**src/rtl/note_tone_generator.sv**
```systemverilog
// Square-wave tone generator: plays one note from a fixed C4..C5 pitch table for a set
// duration, then holds a silent gap before it accepts the next note.
module note_tone_generator #(
    parameter int CLK_HZ      = 50000000,
    parameter int DIV_SHIFT   = 0,
    parameter int NOTE_CYCLES = 25000000,
    parameter int GAP_CYCLES  = 2500000
) (
    input  logic       clk,
    input  logic       reset,
    input  logic       note_valid,
    input  logic [2:0] note_idx,
    input  logic       stop,
    output logic       note_ready,
    output logic       playing,
    output logic [2:0] cur_note,
    output logic       audio_out
);

    // The pitch table is tuned for a 50 MHz clock; reject nonsensical settings at elaboration.
    if (CLK_HZ != 50000000 || NOTE_CYCLES < 1 || GAP_CYCLES < 1) begin : g_param_check
        $error("note_tone_generator: unsupported parameter combination");
    end

    typedef enum logic [1:0] {
        IDLE,
        PLAY,
        GAP
    } state_t;

    localparam logic [31:0] NOTE_LAST = 32'(NOTE_CYCLES - 1);
    localparam logic [31:0] GAP_LAST  = 32'(GAP_CYCLES - 1);

    function automatic logic [16:0] half_period(input logic [2:0] idx);
        logic [16:0] base;
        logic [16:0] shifted;
        case (idx)
            3'd0:    base = 17'd95555;
            3'd1:    base = 17'd85132;
            3'd2:    base = 17'd75843;
            3'd3:    base = 17'd71586;
            3'd4:    base = 17'd63776;
            3'd5:    base = 17'd56818;
            3'd6:    base = 17'd50620;
            default: base = 17'd47778;
        endcase
        shifted = base >> DIV_SHIFT;
        return (shifted == 17'd0) ? 17'd1 : shifted;
    endfunction

    state_t      state_q,    state_d;
    logic [2:0]  cur_note_q, cur_note_d;
    logic [16:0] hp_q,       hp_d;
    logic [16:0] tone_cnt_q, tone_cnt_d;
    logic [31:0] dur_cnt_q,  dur_cnt_d;
    logic        audio_q,    audio_d;

    always_comb begin
        state_d    = state_q;
        cur_note_d = cur_note_q;
        hp_d       = hp_q;
        tone_cnt_d = tone_cnt_q;
        dur_cnt_d  = dur_cnt_q;
        audio_d    = audio_q;
        case (state_q)
            IDLE: begin
                audio_d = 1'b0;
                if (note_valid && !stop) begin
                    state_d    = PLAY;
                    cur_note_d = note_idx;
                    hp_d       = half_period(note_idx);
                    tone_cnt_d = 17'd0;
                    dur_cnt_d  = 32'd0;
                    audio_d    = 1'b1;
                end
            end
            PLAY: begin
                if (stop) begin
                    state_d    = IDLE;
                    tone_cnt_d = 17'd0;
                    dur_cnt_d  = 32'd0;
                    audio_d    = 1'b0;
                end else if (dur_cnt_q == NOTE_LAST) begin
                    // End of the note beats a coincident toggle, so the gap always starts low.
                    state_d    = GAP;
                    tone_cnt_d = 17'd0;
                    dur_cnt_d  = 32'd0;
                    audio_d    = 1'b0;
                end else begin
                    dur_cnt_d = dur_cnt_q + 32'd1;
                    if (tone_cnt_q == hp_q - 17'd1) begin
                        tone_cnt_d = 17'd0;
                        audio_d    = ~audio_q;
                    end else begin
                        tone_cnt_d = tone_cnt_q + 17'd1;
                    end
                end
            end
            GAP: begin
                audio_d = 1'b0;
                if (stop || dur_cnt_q == GAP_LAST) begin
                    state_d    = IDLE;
                    tone_cnt_d = 17'd0;
                    dur_cnt_d  = 32'd0;
                end else begin
                    dur_cnt_d = dur_cnt_q + 32'd1;
                end
            end
            default: begin
                state_d    = IDLE;
                tone_cnt_d = 17'd0;
                dur_cnt_d  = 32'd0;
                audio_d    = 1'b0;
            end
        endcase
    end

    always_ff @(posedge clk) begin
        if (reset) begin
            state_q    <= IDLE;
            cur_note_q <= 3'd0;
            hp_q       <= 17'd0;
            tone_cnt_q <= 17'd0;
            dur_cnt_q  <= 32'd0;
            audio_q    <= 1'b0;
        end else begin
            state_q    <= state_d;
            cur_note_q <= cur_note_d;
            hp_q       <= hp_d;
            tone_cnt_q <= tone_cnt_d;
            dur_cnt_q  <= dur_cnt_d;
            audio_q    <= audio_d;
        end
    end

    assign note_ready = (state_q == IDLE);
    assign playing    = (state_q == PLAY);
    assign cur_note   = cur_note_q;
    assign audio_out  = audio_q;

endmodule

```
**config.mk**
```make
export PLATFORM = sky130hd
export DESIGN_NAME = note_tone_generator
export DESIGN_NICKNAME = d
export VERILOG_FILES = /design/src/rtl/note_tone_generator.sv
export SDC_FILE = /design/constraint.sdc
export NUM_CORES = 1
export LEC_CHECK = 0
export BUFFER_PORTS_ARGS = -buffer_cell sky130_fd_sc_hd__clkbuf_2
export CORE_MARGIN = 4
export CORE_UTILIZATION = 55
export DETAILED_ROUTE_END_ITERATION = 16
export PLACE_DENSITY = 0.72
export SETUP_SLACK_MARGIN = 0.5
export SLEW_MARGIN = 30
export SYNTH_ARGS = -nofsm -noshare
export SYNTH_HDL_FRONTEND = slang
export SYNTH_SLANG_ARGS = --single-unit
```
**constraint.sdc**
```tcl
create_clock -name clk -period 3.65 [get_ports clk]
set_input_delay 0.1825 -clock clk [delete_from_list [all_inputs] [get_ports clk]]
set_output_delay 0.1825 -clock clk [all_outputs]
set_load 0.05 [all_outputs]
```
# [After elaboration in Yosys (flattened, before gate mapping)]
# Index checks and enable logic that the tools add are counted.
# Widths: inputs -> output; s select.
[totals] reg_bits=72 out_inout_bits=6
[op_classes] n_eq_ne=15 reduce_logical=9 addsub=3 n_bitwise=1 mux=25
[ops] operator="$mux 17" count=8
[ops] operator="$mux 32" count=4
[ops] operator="$pmux 17 s7" count=1
[ops] operator="$pmux 32 s3" count=1
[ops] operator="$pmux 17 s3" count=1
[ops] operator="$add 32x1->32 const B" count=1
[ops] operator="$eq 32x22->1 const B" count=1
[ops] operator="$eq 32x25->1 const B" count=1
[ops] operator="$add 17x1->17 const B" count=1
[ops] operator="$eq 17x17->1" count=1
[ops] operator="$logic_not 17->1" count=1
[ops] operator="$sub 17x1->17 const B" count=1
[ops] operator="$eq 3x3->1 const B" count=3
[ops] operator="$mux 2" count=4
[ops] operator="$eq 3x2->1 const B" count=2
[ops] operator="$pmux 2 s3" count=1
[ops] operator="$mux 1" count=4
[ops] operator="$ne 4x2->1 const B" count=1
[ops] operator="$reduce_and 2->1" count=2
[ops] operator="$eq 3x1->1 const B" count=1
[ops] operator="$logic_not 3->1" count=1
[ops] operator="$ne 3x2->1 const B" count=1
[ops] operator="$reduce_and 3->1" count=1
[ops] operator="$eq 2x1->1 const B" count=1
[ops] operator="other kinds (9)" count=9

# [Logic depth before layout (Yosys ltp)]
[depth] ltp_word=6 depth_mapped=11 ltp_nobuf=10

# [Worst setup path before layout]
# No wires, ideal clock.
[synth_timing] path_kind="reg2reg" from="reg hp_q[0]" to="reg audio_q, in the netlist audio_out" stages_incl_launch_ff=11 slack_ns=1.086 arrival_ns=2.448 required_ns=3.535 path_cell_list="dfxtp_1 inv_1 ha_1 ha_1 nor4b_2 nor3b_2 xor2_1 a31oi_1 a22o_1 or4_1 and3_1"
[synth_between] elab_chain_cells=3
[synth_rtl] item="start, declared" line_no="53" source="logic [16:0] hp_q, hp_d;"
[synth_rtl] item="start signal, assigned" line_no="129" source="hp_q <= hp_d;"
[synth_rtl] item="$sub 17x1->17" line_no="91" source="if (tone_cnt_q == hp_q - 17'd1) begin"
[synth_rtl] item="$eq 17x17->1" line_no="91"
[synth_rtl] item="$ne 4x2->1 (no line)"
[synth_rtl] item="end signal, assigned" line_no="132" source="audio_q <= audio_d;"
[synth_rtl] item="end, declared" line_no="56" source="logic audio_q, audio_d;"
# No other way between the ends.
# A chain may end at the register's enable or synchronous reset.

# [Worst setup path in the final report]
# Same ends and word-level chain as after synthesis.

==> results.ini <==
[status]
status=complete, no violations

[placement]
place_hpwl_mm=6.96
place_congestion=0.896
post_dp_cell_area_mm2=0.00428
io_buffers=12

[worst_setup_path]
r2r_setup_slack_ns=0.85
critPathBufInv=1
max_stage_delay_ns=0.49
cp_max_fo=7
rr_worst_depth=10
rr_endpoint=audio_out
r2r-start=hp_q[0]
path_class=reg2reg
path_common_cell=ha_1
worstPathArrival_ns=3.04
worst_path_max_delay_cell=or4_1
required_ns=3.89
worstSetupEndpointType=flop
cp_top_family=simple AND/OR/NAND/NOR gates
crit_chain=inv_1 -> ha_1 -> ha_1 -> nor4b_2 -> nor3b_2 -> xor2_1 -> a31oi_1 -> a22o_1 -> or4_1 -> and3_1
critPathLaunchType=flop

[global_route]
globalRouteTotalUtil_pct=22.7
grt.overflow.total=0
antenna_found_initial=0
grt_max_degree=44
grt_pass1_wl_mm=16.5
grt_pass1_vias=3435

[detailed_routing]
viasPerCell=5.98
topRoutingLayerUsed=met4
detail_route.wl_per_cell_um=15.5
num_vias=3819
totalWireLength_mm=9.88
first_pass_iters=4
drt_iter0_markers=148
drc=0
met1_length_mm=4.39
met2_length_mm=4.92
route.met3.wl_um=391
drtAntennaViolNets=0

[worst_hold_path]
holdPathEnd=hp_q[14]
hold_class=in2reg
min_path_cells=2
worstHoldStart=note_idx[1]

[cts]
cts_max_level=3
cts-hold-fix-buffers=0
clk_path_buf_depth=2
postCtsSetupBuffers=0
clk_latency_ns=0.35
cts_buffers=9
cts.sink_count=71
cts_root_buffer=clkbuf_8
cts_tree=built
postCtsResizedCells=0
clkSlewWorstSetupHoldPaths_ns=0.09

[synth]
ys.flop_type=dfxtp_1
synth-edff-count=0
ys_types=54
ys_seq_area_share_pct=34.0
syn_area_per_cell_um2=7.75
async_reset_ff_share_pct=0
synthesis.area_mm2=0.00418
yosysWarnings=0
syn-num-nets=553
synth_cells=539
synth-seq-cells=71

[power_and_ir_drop]
leakage_uw=0.00168
power_uw=1830
max-vdd-ir-drop_uv=178
powerDensity_mw_per_mm2=408

[sta]
period_share_pct=76.8
relSlewSlack_pct=40.9
max_freq_mhz=357
setup_viol=0
worst_pin_slew_ns=0.886
finalSetupTns_ns=0
rsz0062_at_grt=false
final.min_clock_period_ns=2.80
hold_viol_final=0
slew_violations=0
finClkSkew_ns=0.0115

[finish]
ff_latch_area_mm2=0.00142
num-fill-cells=681
area_delta_synth_final_pct=7.10
nets=549
multi_input_area_mm2=0.00258
final_util_pct=61.0
postLayoutCellArea_mm2=0.00447
drive_gt1_share_pct=8.70
num_antenna_cells=0

[flow_run]
max_cap_violations=0

[floorplan]
rows=31
fp.dieW_um=95.2
boundaryPins=13
coreArea_mm2=0.00733
initial_core_util_pct=57.0
die_h_um=95.2
die_area_mm2=0.00905

## state kept, by name, indices dropped and copies added (netlist names)
register    cells
dur_cnt_q      32
tone_cnt_q     17
hp_q           16
cur_note        3
state_q         2
audio_out       1
## cells in the mapped netlist (2+ instances only)
library cell | instances | area share [%]
a21oi_1 | 23 | 2.8
and3_1 | 13 | 1.9
buf_1 | 3 | 0.27
and2_1 | 2 | 0.30
nor2_1 | 58 | 5.2
clkbuf_1 | 24 | 2.2
a211oi_1 | 3 | 0.54
nor3_1 | 22 | 2.6
nor3b_1 | 4 | 0.72
xor2_1 | 36 | 7.5
mux2i_1 | 5 | 1.2
or2_2 | 3 | 0.45
nand4b_1 | 2 | 0.42
a311oi_1 | 4 | 0.84
o211ai_1 | 2 | 0.36
o41ai_1 | 2 | 0.42
xnor2_1 | 12 | 2.5
or4b_2 | 2 | 0.48
o21ai_0 | 36 | 4.3
o31ai_1 | 8 | 1.4
inv_1 | 13 | 1.2
o22ai_1 | 3 | 0.45
nor4_1 | 15 | 2.2
nand3_1 | 26 | 3.1
ha_1 | 7 | 2.1
and4_1 | 6 | 1.3
a31oi_1 | 5 | 0.75
nand2b_1 | 7 | 1.0
nand2_1 | 57 | 5.1
a221oi_1 | 2 | 0.42
nor4b_1 | 7 | 1.5
dfxtp_1 | 71 | 34
nand4_1 | 16 | 2.4
nand3b_1 | 4 | 0.72
buf_2 | 6 | 0.72
or3_1 | 3 | 0.45
a211o_1 | 2 | 0.42
a22oi_1 | 3 | 0.54
or4_4 | 2 | 0.54
or4_1 | 5 | 0.90
nor2b_1 | 2 | 0.30
## cell type report
class | instances | area share [%]
Clock buffer | 9 | 2.77
Clock inverter | 7 | 1.62
Inverter | 13 | 1.09
Multi-Input combinational cell | 422 | 57.6
Sequential cell | 71 | 31.8
Tap cell | 99 | 2.77
Timing Repair Buffer | 18 | 2.35
## logic make-up after synthesis
logic type	after synthesis	synth area share, %
adders and majority gates	7	2.10
and+or+nand+nor	262	33.5
xor gates and xnor gates	48	10.1
buffers and inverters	46	4.31
muxes	5	1.20
DFF	71	34.0
AOI/OAI and AO/OA	100	14.8
## stage by stage
stage,setup slack (ns),cells,hold WS [ns]
global placement,0.969,623,0.443
finish,0.845,639,0.230
floorplan,1.09,539,0.357
detailed placement,0.882,623,0.448
CTS,0.858,639,0.217
global route,0.543,639,0.254
## power breakdown
group	internal, uW	total, uW	switching (uW)
logic	132	368	236
clock network	317	635	318
registers	795	824	28.9
## worst reg2reg max path, cell delays in order, from the launching register on
cell and delay (ns):
dfxtp_1 0.37, inv_1 0.08, ha_1 0.19, ha_1 0.22, nor4b_2 0.36, nor3b_2 0.28, xor2_1 0.16, a31oi_1 0.09
a22o_1 0.29, or4_1 0.49, and3_1 0.17
## placed cells by master (no fill, tap or decap), types with 4 or more instances in the layout
cell | netlist | routed
nor3_1 | 22 | 22
buf_4 | 0 | 6
xor2_1 | 36 | 36
and4_1 | 6 | 6
a311oi_1 | 4 | 4
nand3b_1 | 4 | 4
clkbuf_2 | 0 | 12
nand3_1 | 26 | 26
mux2i_1 | 5 | 5
inv_1 | 13 | 13
nor4b_1 | 7 | 7
ha_1 | 7 | 7
nand2_1 | 57 | 57
nor2_1 | 58 | 57
dfxtp_1 | 71 | 71
xnor2_1 | 12 | 12
or4_1 | 5 | 5
nor4_1 | 15 | 15
clkbuf_8 | 0 | 9
o21ai_0 | 36 | 36
nor3b_1 | 4 | 4
o31ai_1 | 8 | 8
a31oi_1 | 5 | 5
nand4_1 | 16 | 16
and3_1 | 13 | 13
nand2b_1 | 7 | 7
a21oi_1 | 23 | 23
## how the worst max path moves through the flow
stage	endpoint	slack (ns)	start	cells after the start
6_report	audio_out	0.85	hp_q[0]	10
2_1_floorplan	audio_out	1.09	hp_q[0]	10
3_3_place_gp	audio_out	0.97	hp_q[0]	10
5_1_grt	tone_cnt_q[3]	0.54	hp_q[0]	10
4_1_cts	audio_out	0.86	hp_q[0]	10
3_5_place_dp	audio_out	0.88	hp_q[0]	10
## layer usage
metal / track usage (%) / vias to the layer above
met5: 0 / -
met4: 8.89 / 0
met3: 4.18 / 19
met2: 38.8 / 80
met1: 28.2 / 1780
li1: - / 1940
(Power assumes the default switching activity.)
